`config.mk`:
```
export PLATFORM = sky130hd
export DESIGN_NAME = fetch_pc_unit
export DESIGN_NICKNAME = d
export VERILOG_FILES = /design/src/rtl/fetch_pc_unit_pkg.sv /design/src/rtl/fetch_pc_unit_npc_sel.sv /design/src/rtl/fetch_pc_unit.sv
export SDC_FILE = /design/constraint.sdc
export NUM_CORES = 1
export LEC_CHECK = 0
export CAP_MARGIN = 20
export CORE_MARGIN = 1
export CORE_UTILIZATION = 39
export CTS_BUF_LIST = sky130_fd_sc_hd__clkbuf_4
export CTS_CLUSTER_SIZE = 24
export DETAILED_ROUTE_END_ITERATION = 16
export GPL_ROUTABILITY_DRIVEN = 0
export PLACE_DENSITY = 0.88
export SYNTH_ARGS = -nofsm -noshare
export SYNTH_HDL_FRONTEND = slang
export SYNTH_SLANG_ARGS = --single-unit
```
`constraint.sdc`:
```
create_clock -name clk -period 5.7 [get_ports clk]
set_input_delay 1.425 -clock clk [delete_from_list [all_inputs] [get_ports clk]]
set_output_delay 1.425 -clock clk [all_outputs]
set_load 0.005 [all_outputs]
```
`src/rtl/fetch_pc_unit_pkg.sv`:
```
// Shared fetch-stage constants: reset/handler vectors, legal instruction window,
// and the address-error code also used by CP0 and later exception checks.
package fetch_pc_unit_pkg;

  localparam logic [31:0] RESET_PC   = 32'h0000_3000;
  localparam logic [31:0] HANDLER_PC = 32'h0000_4180;
  localparam logic [31:0] IM_LO      = 32'h0000_3000;
  localparam logic [31:0] IM_HI      = 32'h0000_6FFC;

  localparam logic [4:0]  EXC_ADEL   = 5'd4;

  typedef enum logic [2:0] {
    NPC_RESET   = 3'd0,
    NPC_HANDLER = 3'd1,
    NPC_HOLD    = 3'd2,
    NPC_EPC     = 3'd3,
    NPC_BRANCH  = 3'd4,
    NPC_SEQ     = 3'd5
  } npc_src_e;

  // A fetch address faults when misaligned or outside the instruction window.
  function automatic logic addr_fault(input logic [31:0] pc,
                                      input logic [31:0] lo,
                                      input logic [31:0] hi);
    return (pc[1:0] != 2'b00) || (pc < lo) || (pc > hi);
  endfunction

endpackage

```
`src/rtl/fetch_pc_unit_npc_sel.sv`:
```
// Next-PC selection: resolves the redirect sources in fixed priority order
// rst > m_req > stall > eret > taken branch > sequential.
module fetch_pc_unit_npc_sel #(
  parameter logic [31:0] RESET_PC   = fetch_pc_unit_pkg::RESET_PC,
  parameter logic [31:0] HANDLER_PC = fetch_pc_unit_pkg::HANDLER_PC
) (
  input  logic        rst,
  input  logic        m_req,
  input  logic        stall,
  input  logic        d_is_eret,
  input  logic        d_br_taken,
  input  logic [31:0] pc,
  input  logic [31:0] epc,
  input  logic [31:0] d_br_target,
  output logic [31:0] npc
);
  import fetch_pc_unit_pkg::*;

  npc_src_e src_s;

  // Priority encode the redirect source; m_req deliberately outranks stall.
  always_comb begin
    src_s = NPC_SEQ;
    if (rst) begin
      src_s = NPC_RESET;
    end else if (m_req) begin
      src_s = NPC_HANDLER;
    end else if (stall) begin
      src_s = NPC_HOLD;
    end else if (d_is_eret) begin
      src_s = NPC_EPC;
    end else if (d_br_taken) begin
      src_s = NPC_BRANCH;
    end else begin
      src_s = NPC_SEQ;
    end
  end

  // Select the next PC value for the chosen source.
  always_comb begin
    npc = pc + 32'd4;
    case (src_s)
      NPC_RESET:   npc = RESET_PC;
      NPC_HANDLER: npc = HANDLER_PC;
      NPC_HOLD:    npc = pc;
      NPC_EPC:     npc = epc;
      NPC_BRANCH:  npc = d_br_target;
      NPC_SEQ:     npc = pc + 32'd4;
      default:     npc = RESET_PC;
    endcase
  end

endmodule

```
`src/rtl/fetch_pc_unit.sv`:
```
// Fetch-stage PC unit: PC register, link value, fetch address-error detection
// and instruction masking; next-PC choice lives in the npc_sel sub-module.
module fetch_pc_unit #(
  parameter logic [31:0] RESET_PC   = fetch_pc_unit_pkg::RESET_PC,
  parameter logic [31:0] HANDLER_PC = fetch_pc_unit_pkg::HANDLER_PC,
  parameter logic [31:0] IM_LO      = fetch_pc_unit_pkg::IM_LO,
  parameter logic [31:0] IM_HI      = fetch_pc_unit_pkg::IM_HI
) (
  input  logic        clk,
  input  logic        rst,
  input  logic        stall,
  input  logic        m_req,
  input  logic        d_is_eret,
  input  logic [31:0] epc,
  input  logic        d_br_taken,
  input  logic [31:0] d_br_target,
  input  logic        d_is_br,
  input  logic [31:0] i_rdata,
  output logic [31:0] i_addr,
  output logic [31:0] f_pc,
  output logic [31:0] f_instr,
  output logic [31:0] f_adder,
  output logic        f_exc,
  output logic [4:0]  f_exc_code,
  output logic        f_is_delay
);
  import fetch_pc_unit_pkg::*;

  logic [31:0] pc_r;
  logic [31:0] npc_s;
  logic        exc_s;

  fetch_pc_unit_npc_sel #(
    .RESET_PC   (RESET_PC),
    .HANDLER_PC (HANDLER_PC)
  ) npc_sel (
    .rst         (rst),
    .m_req       (m_req),
    .stall       (stall),
    .d_is_eret   (d_is_eret),
    .d_br_taken  (d_br_taken),
    .pc          (pc_r),
    .epc         (epc),
    .d_br_target (d_br_target),
    .npc         (npc_s)
  );

  // PC register; the synchronous reset is folded into npc_sel's priority chain.
  always_ff @(posedge clk) begin
    pc_r <= npc_s;
  end

  // A faulting PC keeps sequencing; only the fetched word is suppressed.
  assign exc_s      = addr_fault(pc_r, IM_LO, IM_HI);

  assign f_pc       = pc_r;
  assign i_addr     = pc_r;
  assign f_adder    = pc_r + 32'd8;
  assign f_exc      = exc_s;
  assign f_exc_code = exc_s ? EXC_ADEL : 5'd0;
  assign f_instr    = exc_s ? 32'h0000_0000 : i_rdata;
  assign f_is_delay = d_is_br & ~d_is_eret;

endmodule

```
==> results of run 1 <==
## synth_stat cells (all sizes together), types with 2 or more instances
cell	count	area share (%)
buf	44	10
and2	33	6.3
edfxtp	32	29
nand3	32	5.0
clkbuf	29	3.4
xnor2	28	7.5
a22oi	24	5.5
nand4	22	4.4
nand2	19	2.2
nor3	17	2.6
nor2	16	1.8
o21ai	15	2.3
xor2	13	3.5
nor4	11	2.7
inv	9	1.0
or4	9	2.1
o211ai	6	1.4
o311ai	5	1.3
a221oi	3	0.80
a311o	3	0.95
nand2b	3	0.80
a211oi	2	0.46
a21oi	2	0.30
a22o	2	0.53
and4	2	0.53
ha	2	0.76
or2	2	0.38
or3	2	0.38
## power by group through the flow
stage / sequential [mW] / combinational [mW] / clock (mW)
finish: 0.317 / 0.243 / 0.183
global route: 0.321 / 0.259 / 0.196
CTS: 0.316 / 0.244 / 0.185
detailed placement: 0.321 / 0.243 / 0
global placement: 0.319 / 0.239 / 0
floorplan: 0.300 / 0.0952 / 0
## through the flow
| step | setup WS [ns] | utilization (%) | power, mW | hold WS [ns] | cells |
|---|---|---|---|---|---|
| after global routing | 1.06 | 66.6 | 0.776 | 0.875 | 675 |
| after floorplan | 2.48 | - | 0.395 | 0.703 | 398 |
| after CTS | 1.32 | 66.6 | 0.745 | 0.832 | 675 |
| final | 1.31 | 66.6 | 0.743 | 0.821 | 675 |
| after global placement | 1.50 | 65.4 | 0.558 | 0.757 | 666 |
| after detailed placement | 1.53 | 65.6 | 0.564 | 0.810 | 667 |
## final timing paths
kind                               endpoint
worst max-delay path            f_adder[22]
worst min-delay path                f_pc[2]
worst max register to register     f_pc[27]
worst min register to register      f_pc[2]
## layout make-up
type                            instances  area share [%]
Tap cell                              105            2.41
Clock buffer                            5           0.690
Clock inverter                          3           0.782
Timing Repair Buffer                  237            43.5
Inverter                                9           0.621
Multi-Input combinational cell        284            34.4
Sequential cell                        32            17.7
## metal layers
layer / vias to the layer above / wire (um)
li1: 1755 / -
met1: 1770 / 4780
met2: 276 / 5970
met3: 39 / 1560
met4: 2 / 252
met5: - / 11
## kinds of logic (layout without fill, tap and decap cells)
| logic type | count (synthesis) | count (layout) | share of synthesized area [%] |
|---|---|---|---|
| buffers and inverters | 82 | 254 | 14.6 |
| and+or+nand+nor | 173 | 173 | 30.2 |
| other | 1 | 4 | 0.114 |
| adders and majority gates | 2 | 2 | 0.761 |
| xor gates and xnor gates | 41 | 41 | 10.9 |
| DFF | 32 | 32 | 29.2 |
| AOI/OAI and AO/OA | 64 | 64 | 14.1 |
==> key figures, run 1 <==
Critical path
  – Crit Path Max Fanout: 10
  – Worst setup EP type: output port
  – WP data required: 4.28 ns
  – Crit-path cells: nand3_2 -> nor4_2 -> nand3_1 -> xnor2_1 -> clkdlybuf4s50_1
  – WP buf/inv: 1
  – R2R cell count: 4
  – Delay-heaviest family, CP: simple AND/OR/NAND/NOR gates
  – Worst R2R Start: f_pc[5]
  – Critical Path Start: f_pc[5]
  – CP Depth: 5
  – Startpoint types: flop
  – Critical path's slowest cell: nor4_2
  – Crit path kind: flop to output port
  – CP max stage delay: 0.87 ns
  – R2R setup slack: 3.12 ns
  – Crit path DAT: 2.96 ns

Clock network
  – Post-CTS sizing: 0
  – CTS tree: done
  – TritonCTS Buffers: 5
  – Clock root buffer master: clkbuf_4
  – Clk_lat worst skew: 0.35 ns
  – Hold-fix buffer count after cts: 0
  – Clock transition at path regs: 0.12 ns
  – CTS sink count: 32
  – Post-CTS setup buffers: 0
  – CTS max path bufs: 2
  – CTS H-Tree Depth: 2

Final layout
  – Sequential Area: 961 um^2
  – Synth-to-Final Area Change: 65.6%
  – Fill cells: 651
  – Commonest non-fill, non-tap cell in the layout: clkdlybuf4s50_1
  – Number of flip-flops under the largest register name: 32
  – # diodes: 0
  – Share of cells above drive strength 1: 4.21%
  – Final Instance Area: 5440 um^2
  – Commonest cells after routing, fill and taps aside: 233 x clkdlybuf4s50_1, 33 x and2_1, 32 x edfxtp_1, 31 x nand3_1, 28 x xnor2_1
  – Fin nets: 674
  – Multi-input logic area: 1870 um^2

Synth
  – Synth cell types: 44
  – Ys flop type: edfxtp_1
  – Async set or reset register ratio after synthesis: 0%
  – Ys Warns: 0
  – Synthesized flop and latch total: 32
  – Post-synthesis sequential area ratio: 29.2%
  – Syn Area/Cell: 8.32 um^2
  – Cell Area, Synth: 3290 um^2
  – Number of synthesized flops with an enable pin: 32
  – Post-Syn Instances: 395

Flow run
  – Max-cap violations: 0

STA
  – RSZ-0062 raised after global routing: false
  – Max-slew violations: 0
  – Worst slew margin: 37.8%
  – Max Clock Skew: 0.0119 ns
  – Final Critical Period: 4.39 ns
  – Setup TNS: 0 ns
  – # setup viols final: 0
  – Max Clock Freq: 228 MHz
  – Fin. Hold Viols: 0
  – Final worst-path cycle share: 76.9%
  – Worst-margin pin slew: 0.926 ns

Route
  – # DRC: 0
  – Routed len/inst: 18.6 um
  – Detailed-route via count: 3842
  – Drt total wl: 12.6 mm
  – Length of the first detailed-routing pass in iterations: 5
  – Vias per cell: 5.69
  – Iteration-0 DRC Markers: 469
  – Final ANT Viol Nets: 0

Global route
  – Vias in the first global route: 3522
  – First-pass GRT wire length: 18.6 mm
  – Remaining Overflow, GRT: 0
  – Met3 Usage GRT: 6.23%
  – Initial antenna violation count: 1
  – Most Crowded Layer GR: met2
  – Largest net degree at the start of global routing: 31
  – M1 GR Usage: 35.9%
  – Total global routing track utilization: 27.6%
  – Met2 GRT Util: 45.1%

Min path
  – Hold Startpoint: f_pc[2]
  – HP Class: flop to flop
  – Hold Path Cell Cnt: 1

Floorplanning
  – Row count: 33
  – I/O pin count: 238
  – Core area: 8180 um^2
  – Die area: 8800 um^2
  – Initial core utilization: 40.2%
  – Chip width: 93.8 um
  – Die H: 93.8 um

Run status
  – Status: completed

Placed design
  – Post-DP HPWL: 9.63 mm
  – PortBufs: 233
  – Dpl cell area: 5360 um^2

Pwr
  – Reg power frac: 42.7%
  – Clock network fraction of total power: 24.6%
  – Max rail drop VDD: 0.0000879 V
  – P_sw: 0.207 mW
  – Pwr dens: 137 nW/um^2
  – Switch share: 27.9%
  – Lkg Pwr: 1.84 nW
  – Power Internal: 0.536 mW
  – Comb power frac: 32.7%
Power figures use the tool's default switching activity.
==> run 2: changes to the inputs <==
- CORE_UTILIZATION: 39 -> 36
- PLACE_DENSITY: 0.88 -> 0.82
- clock period: 5.7 -> 4.2 ns (I/O delays scaled with it)
==> run 2 against run 1 <==
Net effect:
- via count down 1.7%
- clock-buffer cell count up 1
- register-to-register slack worse by 1.5 ns
==> key figures, run 2 (synthesized netlist as in run 1, its figures left out) <==
Critical path
  – Startpoint types: flop
  – R2R setup slack: 1.60 ns (-1.52 ns)
  – Crit path to: f_adder[31]
  – R2R cell count: 5 (+1)
  – Critical Path Start: f_pc[4]
  – Critical path's slowest cell: nor4_2
  – CP Depth: 6 (+1)
  – Worst setup EP type: output port
  – WP buf/inv: 2 (+1)
  – Worst R2R Start: f_pc[2]
  – CP max stage delay: 0.76 ns (-0.11 ns)
  – Crit path kind: flop to output port
  – WP data required: 3.15 ns (-1.13 ns)
  – Crit Path Max Fanout: 8 (-2)
  – Crit path DAT: 3.00 ns (+0.04 ns)
  – Reg2reg end: f_pc[24]
  – Crit-path cells: ha_1 -> inv_1 -> nor4_2 -> nand3_1 -> xnor2_1 -> clkdlybuf4s50_1
  – Delay-heaviest family, CP: simple AND/OR/NAND/NOR gates

Final layout
  – Fin nets: 679 (+0.74%)
  – Share of cells above drive strength 1: 5.04% (+0.83 points)
  – Commonest non-fill, non-tap cell in the layout: clkdlybuf4s50_1
  – Synth-to-Final Area Change: 66.8%
  – # diodes: 0 (unchanged)
  – Final Instance Area: 5480 um^2 (+0.69%)
  – Commonest cells after routing, fill and taps aside: 233 x clkdlybuf4s50_1, 33 x and2_1, 32 x edfxtp_1, 31 x nand3_1, 28 x xnor2_1
  – Post-route insts no fill: 683 (+1.2%)
  – Number of flip-flops under the largest register name: 32 (unchanged)

Clock network
  – CTS tree: done
  – CTS max path bufs: 2 (unchanged)
  – Post-CTS sizing: 0 (unchanged)
  – CTS H-Tree Depth: 2 (unchanged)
  – CTS sink count: 32 (unchanged)
  – TritonCTS Buffers: 5 (unchanged)
  – Clock transition at path regs: 0.11 ns (about the same)
  – Post-CTS setup buffers: 0 (unchanged)
  – Clk_lat worst skew: 0.34 ns (about the same)
  – Clock root buffer master: clkbuf_4
  – Hold-fix buffer count after cts: 0 (unchanged)

Flow run
  – Max-cap violations: 0 (unchanged)

STA
  – Max-slew violations: 0 (unchanged)
  – Worst hold slack: 0.839 ns (+0.0175 ns)
  – Max Clock Freq: 247 MHz
  – Worst-margin pin slew: 1.01 ns (+0.0826 ns)
  – Final worst-path cycle share: 96.4%
  – # setup viols final: 0 (unchanged)
  – Setup TNS: 0 ns (unchanged)
  – Fin. Hold Viols: 0 (unchanged)
  – Max Clock Skew: 0.0103 ns (-0.00160 ns)
  – Final Critical Period: 4.05 ns
  – RSZ-0062 raised after global routing: false
  – Worst slew margin: 32.2% (-5.6 points)

Floorplanning
  – I/O pin count: 238 (unchanged)
  – Chip width: 97.5 um (+4.0%)
  – Row count: 34 (+3.0%)
  – Die area: 9510 um^2 (+8.2%)
  – Die H: 97.5 um (+4.0%)
  – Core area: 8760 um^2 (+7.2%)
  – Initial core utilization: 37.5% (-2.7 points)

Route
  – Routed len/inst: 18.0 um (-3.1%)
  – Vias per cell: 5.53 (-2.9%)
  – Length of the first detailed-routing pass in iterations: 4 (-1)
  – # DRC: 0 (unchanged)
  – Final ANT Viol Nets: 0 (unchanged)
  – Drt total wl: 12.3 mm (-1.9%)
  – Iteration-0 DRC Markers: 223 (-52%)
  – Detailed-route via count: 3775 (-1.7%)

Pwr
  – Pwr dens: 184 nW/um^2 (+34%)
  – Total power: 1.01 mW (+35%)
  – Lkg Pwr: 1.87 nW (+1.6%)
  – Max rail drop VDD: 0.000112 V (+28%)

Placed design
  – PortBufs: 233 (unchanged)
  – Placed Cells: 675 (+1.2%)
  – Post-DP HPWL: 9.76 mm (+1.4%)
  – Dpl cell area: 5400 um^2 (+0.70%)

Run status
  – Status: completed

Global route
  – Vias in the first global route: 3716 (+5.5%)
  – Total global routing track utilization: 25.3% (-2.2 points)
  – Remaining Overflow, GRT: 0 (unchanged)
  – Initial antenna violation count: 0 (-1)
  – First-pass GRT wire length: 19.4 mm (+4.4%)
  – Largest net degree at the start of global routing: 34 (+9.7%)

Min path
  – HP Class: flop to flop
  – Hold Startpoint: f_pc[4]
-- run 2: per-layer routing --
layer	up-vias	track usage, %	wire [um]
met2	242	43.1	5930
met4	0	8.14	279
met5	-	0	0
li1	1766	-	-
met3	23	5.54	1250
met1	1744	31.7	4870
-- run 2: worst reg2reg max path, delay by kind of cell (launching register included) --
family                     cells  cell delay (ns)
and+or+nand+nor                3             1.01
DFF                            1             0.53
AOI/OAI and AO/OA              1             0.53
adders and majority gates      1             0.27
-- run 2: final cells by class --
type                            count  area (um^2)
Timing Repair Buffer              242         2400
Tap cell                          108          135
Multi-Input combinational cell    284         1870
Clock inverter                      2         35.0
Fill cell                         772         3280
Inverter                            9         33.8
Clock buffer                        6         45.0
Sequential cell                    32          961
-- run 2: power breakdown --
group	total (mW)	switching (mW)	internal [mW]	leakage, nW
clock network	0.248	0.117	0.131	0.0456
registers	0.430	0.0553	0.375	0.365
logic	0.328	0.0981	0.229	1.46
total	1.01	0.271	0.735	1.87
-- run 2: per-stage QoR --
stage               utilization (%)  worst slack, ns
floorplan                         -             1.36
global placement               61.6            0.743
detailed placement             61.6            0.595
CTS                            62.5            0.207
global route                   62.5          0.00591
finish                         62.5            0.153
-- run 2: worst min-delay path by stage --
stage / end / slack [ns] / depth (start not counted)
after floorplan: f_pc[2] / 0.70 / 1
after global placement: f_pc[4] / 0.77 / 2
after detailed placement: f_pc[4] / 0.80 / 2
after CTS: f_pc[4] / 0.83 / 2
after global routing: f_pc[2] / 0.87 / 1
final: f_pc[4] / 0.84 / 2
